==> src/rtl/cpu_pkg.sv <==
// Shared types for the register-file write path.
package cpu_pkg;
   typedef logic [4:0]  reg_addr_t;
   typedef logic [31:0] word_t;

   typedef enum logic {NORM = 1'b0, FORCE = 1'b1} arb_state_e;

   localparam reg_addr_t REG_ZERO = 5'd0;

   typedef struct packed {
      reg_addr_t addr;
      word_t     data;
   } uart_entry_t;

   function automatic word_t onehot_addr(input reg_addr_t a);
      return word_t'(1) << a;
   endfunction
endpackage

==> src/rtl/regwrite_fifo.sv <==
// Small synchronous FIFO of UART register writes; exposes per-slot valid and
// address so the top can build the pending-write mask.
module regwrite_fifo
   import cpu_pkg::*;
#(
   parameter int DEPTH = 2
) (
   input  logic                    clk,
   input  logic                    reset,
   input  logic                    push,
   input  logic                    pop,
   input  uart_entry_t             wr_entry,
   output uart_entry_t             rd_entry,
   output logic                    full,
   output logic                    empty,
   output logic [DEPTH-1:0]        slot_valid,
   output reg_addr_t [DEPTH-1:0]   slot_addr
);
   localparam int PTR_W = $clog2(DEPTH);
   localparam logic [PTR_W:0] FULL_CNT = (PTR_W+1)'(DEPTH);

   uart_entry_t        mem [DEPTH];
   logic [PTR_W-1:0]   wr_ptr, rd_ptr;
   logic [PTR_W:0]     count;
   logic [PTR_W-1:0]   offs;
   logic               do_push, do_pop;

   assign full     = (count == FULL_CNT);
   assign empty    = (count == '0);
   assign do_push  = push && !full;
   assign do_pop   = pop && !empty;
   assign rd_entry = mem[rd_ptr];

   always_ff @(posedge clk or posedge reset) begin
      if (reset) begin
         wr_ptr <= '0;
         rd_ptr <= '0;
         count  <= '0;
      end else begin
         if (do_push) wr_ptr <= wr_ptr + 1'b1;
         if (do_pop)  rd_ptr <= rd_ptr + 1'b1;
         case ({do_push, do_pop})
            2'b10:   count <= count + 1'b1;
            2'b01:   count <= count - 1'b1;
            default: count <= count;
         endcase
      end
   end

   always_ff @(posedge clk) begin
      if (do_push) mem[wr_ptr] <= wr_entry;
   end

   // A slot is live when its distance from the read pointer is below count.
   always_comb begin
      offs       = '0;
      slot_valid = '0;
      slot_addr  = '0;
      for (int i = 0; i < DEPTH; i++) begin
         offs          = PTR_W'(i) - rd_ptr;
         slot_valid[i] = ({1'b0, offs} < count);
         slot_addr[i]  = mem[i].addr;
      end
   end
endmodule

==> src/rtl/regwrite_arbiter.sv <==
// Register-file write port arbiter: pipeline writeback first, buffered UART
// results fill idle slots, with a forced UART slot after a long writeback streak.
//
// state | meaning
// NORM  | writeback has priority, FIFO drains into idle slots
// FORCE | one cycle: FIFO head granted, any writeback is dropped
module regwrite_arbiter
   import cpu_pkg::*;
#(
   parameter int FIFO_DEPTH    = 2,
   parameter int MAX_WB_STREAK = 4
) (
   input  logic        clk,
   input  logic        reset,
   input  logic        wb_valid,
   input  logic [4:0]  wb_addr,
   input  logic [31:0] wb_data,
   input  logic        uart_valid,
   input  logic [4:0]  uart_addr,
   input  logic [31:0] uart_data,
   output logic        uart_ready,
   output logic        RegWrite,
   output logic [4:0]  address,
   output logic [31:0] data,
   output logic        stall_req,
   output logic [31:0] pending_mask,
   output logic        proto_err
);
   localparam int STREAK_W = $clog2(MAX_WB_STREAK + 1);
   localparam logic [STREAK_W-1:0] STREAK_MAX = STREAK_W'(MAX_WB_STREAK);

   arb_state_e                 state_q, state_d;
   logic [STREAK_W-1:0]        streak_q, streak_d;
   logic                       fifo_full, fifo_empty, push, pop;
   logic [FIFO_DEPTH-1:0]      slot_valid;
   reg_addr_t [FIFO_DEPTH-1:0] slot_addr;
   uart_entry_t                head;
   logic                       wr_en_d, proto_err_d;
   reg_addr_t                  wr_addr_d;
   word_t                      wr_data_d;

   assign uart_ready = !fifo_full;
   assign push       = uart_valid && !fifo_full && (uart_addr != REG_ZERO);

   regwrite_fifo #(.DEPTH(FIFO_DEPTH)) u_fifo (
      .clk        (clk),
      .reset      (reset),
      .push       (push),
      .pop        (pop),
      .wr_entry   ({uart_addr, uart_data}),
      .rd_entry   (head),
      .full       (fifo_full),
      .empty      (fifo_empty),
      .slot_valid (slot_valid),
      .slot_addr  (slot_addr)
   );

   always_comb begin
      state_d     = NORM;
      streak_d    = streak_q;
      pop         = 1'b0;
      wr_en_d     = 1'b0;
      wr_addr_d   = address;
      wr_data_d   = data;
      proto_err_d = proto_err;
      if (state_q == FORCE) begin
         pop         = !fifo_empty;
         wr_en_d     = !fifo_empty;
         wr_addr_d   = head.addr;
         wr_data_d   = head.data;
         proto_err_d = proto_err || wb_valid;
         streak_d    = '0;
      end else if (wb_valid) begin
         wr_en_d   = (wb_addr != REG_ZERO);
         wr_addr_d = wb_addr;
         wr_data_d = wb_data;
         // No pop on a writeback grant, so the FIFO is non-empty afterwards
         // if it already held data or takes a push this cycle.
         if (!fifo_empty || push) begin
            streak_d = streak_q + 1'b1;
            if (streak_d == STREAK_MAX) state_d = FORCE;
         end else begin
            streak_d = '0;
         end
      end else if (!fifo_empty) begin
         pop       = 1'b1;
         wr_en_d   = 1'b1;
         wr_addr_d = head.addr;
         wr_data_d = head.data;
         streak_d  = '0;
      end else begin
         streak_d = '0;
      end
   end

   always_ff @(posedge clk or posedge reset) begin
      if (reset) begin
         state_q   <= NORM;
         streak_q  <= '0;
         RegWrite  <= 1'b0;
         address   <= '0;
         data      <= '0;
         stall_req <= 1'b0;
         proto_err <= 1'b0;
      end else begin
         state_q   <= state_d;
         streak_q  <= streak_d;
         RegWrite  <= wr_en_d;
         address   <= wr_addr_d;
         data      <= wr_data_d;
         stall_req <= (state_d == FORCE);
         proto_err <= proto_err_d;
      end
   end

   always_comb begin
      pending_mask = '0;
      for (int i = 0; i < FIFO_DEPTH; i++) begin
         if (slot_valid[i]) pending_mask = pending_mask | onehot_addr(slot_addr[i]);
      end
   end
endmodule

==> config.mk <==
export PLATFORM = sky130hd
export DESIGN_NAME = regwrite_arbiter
export DESIGN_NICKNAME = d
export VERILOG_FILES = /design/src/rtl/cpu_pkg.sv /design/src/rtl/regwrite_fifo.sv /design/src/rtl/regwrite_arbiter.sv
export SDC_FILE = /design/constraint.sdc
export NUM_CORES = 1
export LEC_CHECK = 0
export BUFFER_PORTS_ARGS = -buffer_cell sky130_fd_sc_hd__buf_2
export CAP_MARGIN = 15
export CELL_PAD_IN_SITES_DETAIL_PLACEMENT = 0
export CELL_PAD_IN_SITES_GLOBAL_PLACEMENT = 1
export CORE_MARGIN = 4
export CORE_UTILIZATION = 40
export DETAILED_ROUTE_END_ITERATION = 6
export HOLD_SLACK_MARGIN = 0.15
export PLACE_DENSITY_LB_ADDON = 0.1
export SLEW_MARGIN = 20
export SYNTH_ARGS = -nofsm -noshare
export SYNTH_HDL_FRONTEND = slang
export SYNTH_SLANG_ARGS = --single-unit
==> constraint.sdc <==
create_clock -name clk -period 3.7 [get_ports clk]
set_clock_uncertainty 0.1 [all_clocks]
set_input_delay 0 -clock clk [delete_from_list [all_inputs] [get_ports clk]]
set_output_delay 0 -clock clk [all_outputs]
set_load 0.03 [all_outputs]
==> results_dict.tcl <==
set metrics [dict create \
    worst_pin_slew_ns 0.925 \
    hold_violations 0 \
    wl_per_cell_um 16.8 \
    path_buf_inv 1 \
    place_hpwl_um 9240 \
    netlist_area_mm2 0.00527 \
    synth_cell_type_count 35 \
    core_area_mm2 0.0128 \
    drt_iter0_drc 313 \
    clk_pin_slew_ns 0.05 \
    rsz0062_at_grt "false" \
    period_needed_ns 2.42 \
    syn_nets 519 \
    grt-ovfl-total 0 \
    cts_root_buffer "clkbuf_16" \
    dp_cells 737 \
    die_w_um 123 \
    cp_top_family "simple AND/OR/NAND/NOR gates" \
    first_pass_iters 5 \
    area_growth_pct 42.8 \
    power.density_mw_per_mm2 747 \
    postRouteAntennaNets 0 \
    nets 745 \
    rows 41 \
    ys_seq_elements 121 \
    die_area_mm2 0.0151 \
    min_period_over_period 0.654 \
    peakVddDrop_mv 0.411 \
    initial_utilization 0.412 \
    port_buffers 150 \
    path_class "flop to flop" \
    cp.required_ns 3.85 \
    grt_max_degree 74 \
    grt_antenna_before_repair 0 \
    cts_tree "done" \
    critPathArrivalTime_ns 2.57 \
    wl_um 14300 \
    yosysWarnings 0 \
    crit_slowest_cell "nand2b_2" \
    fp.dieH_um 123 \
    cts_buffers 17 \
    cts_resized 0 \
    synth-main-ff-cell "edfxtp_1" \
    grt_pass1_vias 4421 \
    max_clock_freq_mhz 413 \
    clk_latency_ns 0.41 \
    fin_setup_tns_ns 0 \
    place_congestion 0.800 \
    cts_sinks 121 \
    crit_fanout 44 \
    h-tree-depth 4 \
    slew_headroom 0.383 \
    pin_count 151 \
    finalSetupViolCount 0 \
    crit_path_cell_trace "nand2b_2 > nor3_1 > dlygate4sd3_1 > a21oi_1" \
    critPathLaunchType "flop" \
    p_leak_uw 0.00302 \
    drc 0 \
    status "complete, no violations" \
    viasPerCell 5.16 \
    grt_usage 0.194 \
    critPathMaxStageDelay_ns 0.67 \
    n_antenna_cell 0 \
    dr_total_vias 4382 \
    final_cells 849 \
    layout-drive-gt1-share 0.291 \
    synth_cells 438 \
    seq_area_frac_synth 0.645 \
    synth-async-reset-ratio 0.388 \
    synth_edf_count 74 \
    max-cap-violations 0 \
    drv_slew 0 \
    syn_avg_cell_area_um2 12.0 \
    hold_path.class "input pin to flop" \
    endpoint_kind "flop" \
    grt_pass1_wl_um 22200 \
    clock_path_buffers 2 \
]
-- metal layers --
layer  share of wire  vias up  wire [um]  GRT usage
met2            0.50      176       7130      0.326
li1                -     2109          -          -
met5               0        -          0          0
met4           0.011        0        153     0.0679
met3           0.069       12        986     0.0553
met1            0.42     2085       6030      0.241
-- state kept, by name (all words and copies together) (netlist names) --
| name | flops |
|---|---|
| proto_err | 1 |
| address | 5 |
| streak_q | 3 |
| u_fifo.rd_ptr | 1 |
| data | 32 |
| u_fifo.wr_ptr | 1 |
| u_fifo.mem | 74 |
| u_fifo.count | 2 |
| state_q | 1 |
| RegWrite | 1 |
-- per-stage QoR --
stage / cell area, um^2 / power (uW) / utilization / setup WS, ns / hold slack, ns
after CTS: 7530 / 5660 / 0.589 / 1.32 / 0.194
after detailed placement: 6160 / 4020 / 0.482 / 1.34 / -0.0337
after global routing: 7530 / 5920 / 0.589 / 1.16 / 0.202
final: 7530 / 5620 / 0.589 / 1.28 / 0.208
after floorplan: 5270 / 3450 / - / 0.582 / -0.00113
after global placement: 6160 / 3970 / 0.482 / 1.41 / -0.0422
-- layout by cell type (no fill, tap or decap), types with 2 or more instances in the layout --
cell type        n
o21ai_0         43
o22ai_1         32
ha_1             3
clkbuf_1         4
dlygate4sd3_1   80
clkinv_1         2
nand4b_1         3
or4_1            2
a211oi_1        36
o211ai_1         2
nor2b_1         35
a21o_1           2
o2111ai_1        6
bufinv_16        2
dfrtp_1         46
buf_2          150
clkbuf_8         2
or2_2            3
nor2_4           2
clkinvlp_4       2
nand2_1         45
edfxtp_1        74
or4b_1           2
nor2_1           5
xnor2_1          3
o211a_1          3
inv_1            5
buf_4            8
nand2b_1         7
a21oi_1          4
o21ai_1         30
xor2_1           2
clkinv_2         3
clkbuf_16       17
-- report_power, final --
part	internal (uW)	switching [uW]
logic	609	1330
registers	1890	232
clock network	1020	547
total	3510	2110
-- cell usage after synthesis (4+ instances only) --
| cell | count | area share |
|---|---|---|
| buf_6 | 4 | 0.0085 |
| nor2_1 | 7 | 0.0050 |
| o2111ai_1 | 6 | 0.010 |
| nor2b_1 | 36 | 0.043 |
| o22ai_1 | 32 | 0.038 |
| dfrtp_1 | 47 | 0.22 |
| edfxtp_1 | 74 | 0.42 |
| nand2b_1 | 8 | 0.0095 |
| a211oi_1 | 36 | 0.051 |
| nand2_1 | 45 | 0.032 |
| clkbuf_1 | 12 | 0.0085 |
| inv_1 | 6 | 0.0043 |
| a21oi_1 | 4 | 0.0038 |
| buf_2 | 12 | 0.011 |
| o21ai_1 | 30 | 0.028 |
| o21ai_0 | 43 | 0.041 |
-- cells by family (layout without fill, tap and decap cells) --
family                     Yosys count  in the layout  synth area share
adders and majority gates            3              3           0.00712
buffers and inverters               37            276            0.0349
AOI/OAI and AO/OA                  160            160             0.190
xor gates and xnor gates             5              5           0.00831
DFF                                121            121             0.645
and+or+nand+nor                    112            112             0.115
-- layout make-up --
cell class	count	area, um^2
clock buffers	23	468
clock inverters	9	97.6
fillers	1049	5250
inverters	6	22.5
multi-input cells	280	1710
flip-flops and latches	121	3400
well taps	172	215
repair buffers	238	1610
-- repair_timing --
item                                   4_1_cts  5_1_grt
endpoints found under the hold margin      203        0
hold buffers                                80        0
buffers inserted                             0        0
-- path summary, 6_finish.rpt --
| kind | from | to | slack, ns | depth (start not counted) |
|---|---|---|---|---|
| min in group asynchronous | reset | data[21] | 0.63 | 4 |
| max in group asynchronous | reset | data[9] | 2.11 | 5 |
| min reg2reg | streak_q[0] | streak_q[0] | 0.34 | 1 |
| min | uart_data[27] | u_fifo.mem[0][27] | 0.21 | 2 |
| max | state_q | RegWrite | 1.28 | 4 |
| max reg2reg | state_q | RegWrite | 1.28 | 4 |
Power figures use the tool's default switching activity.
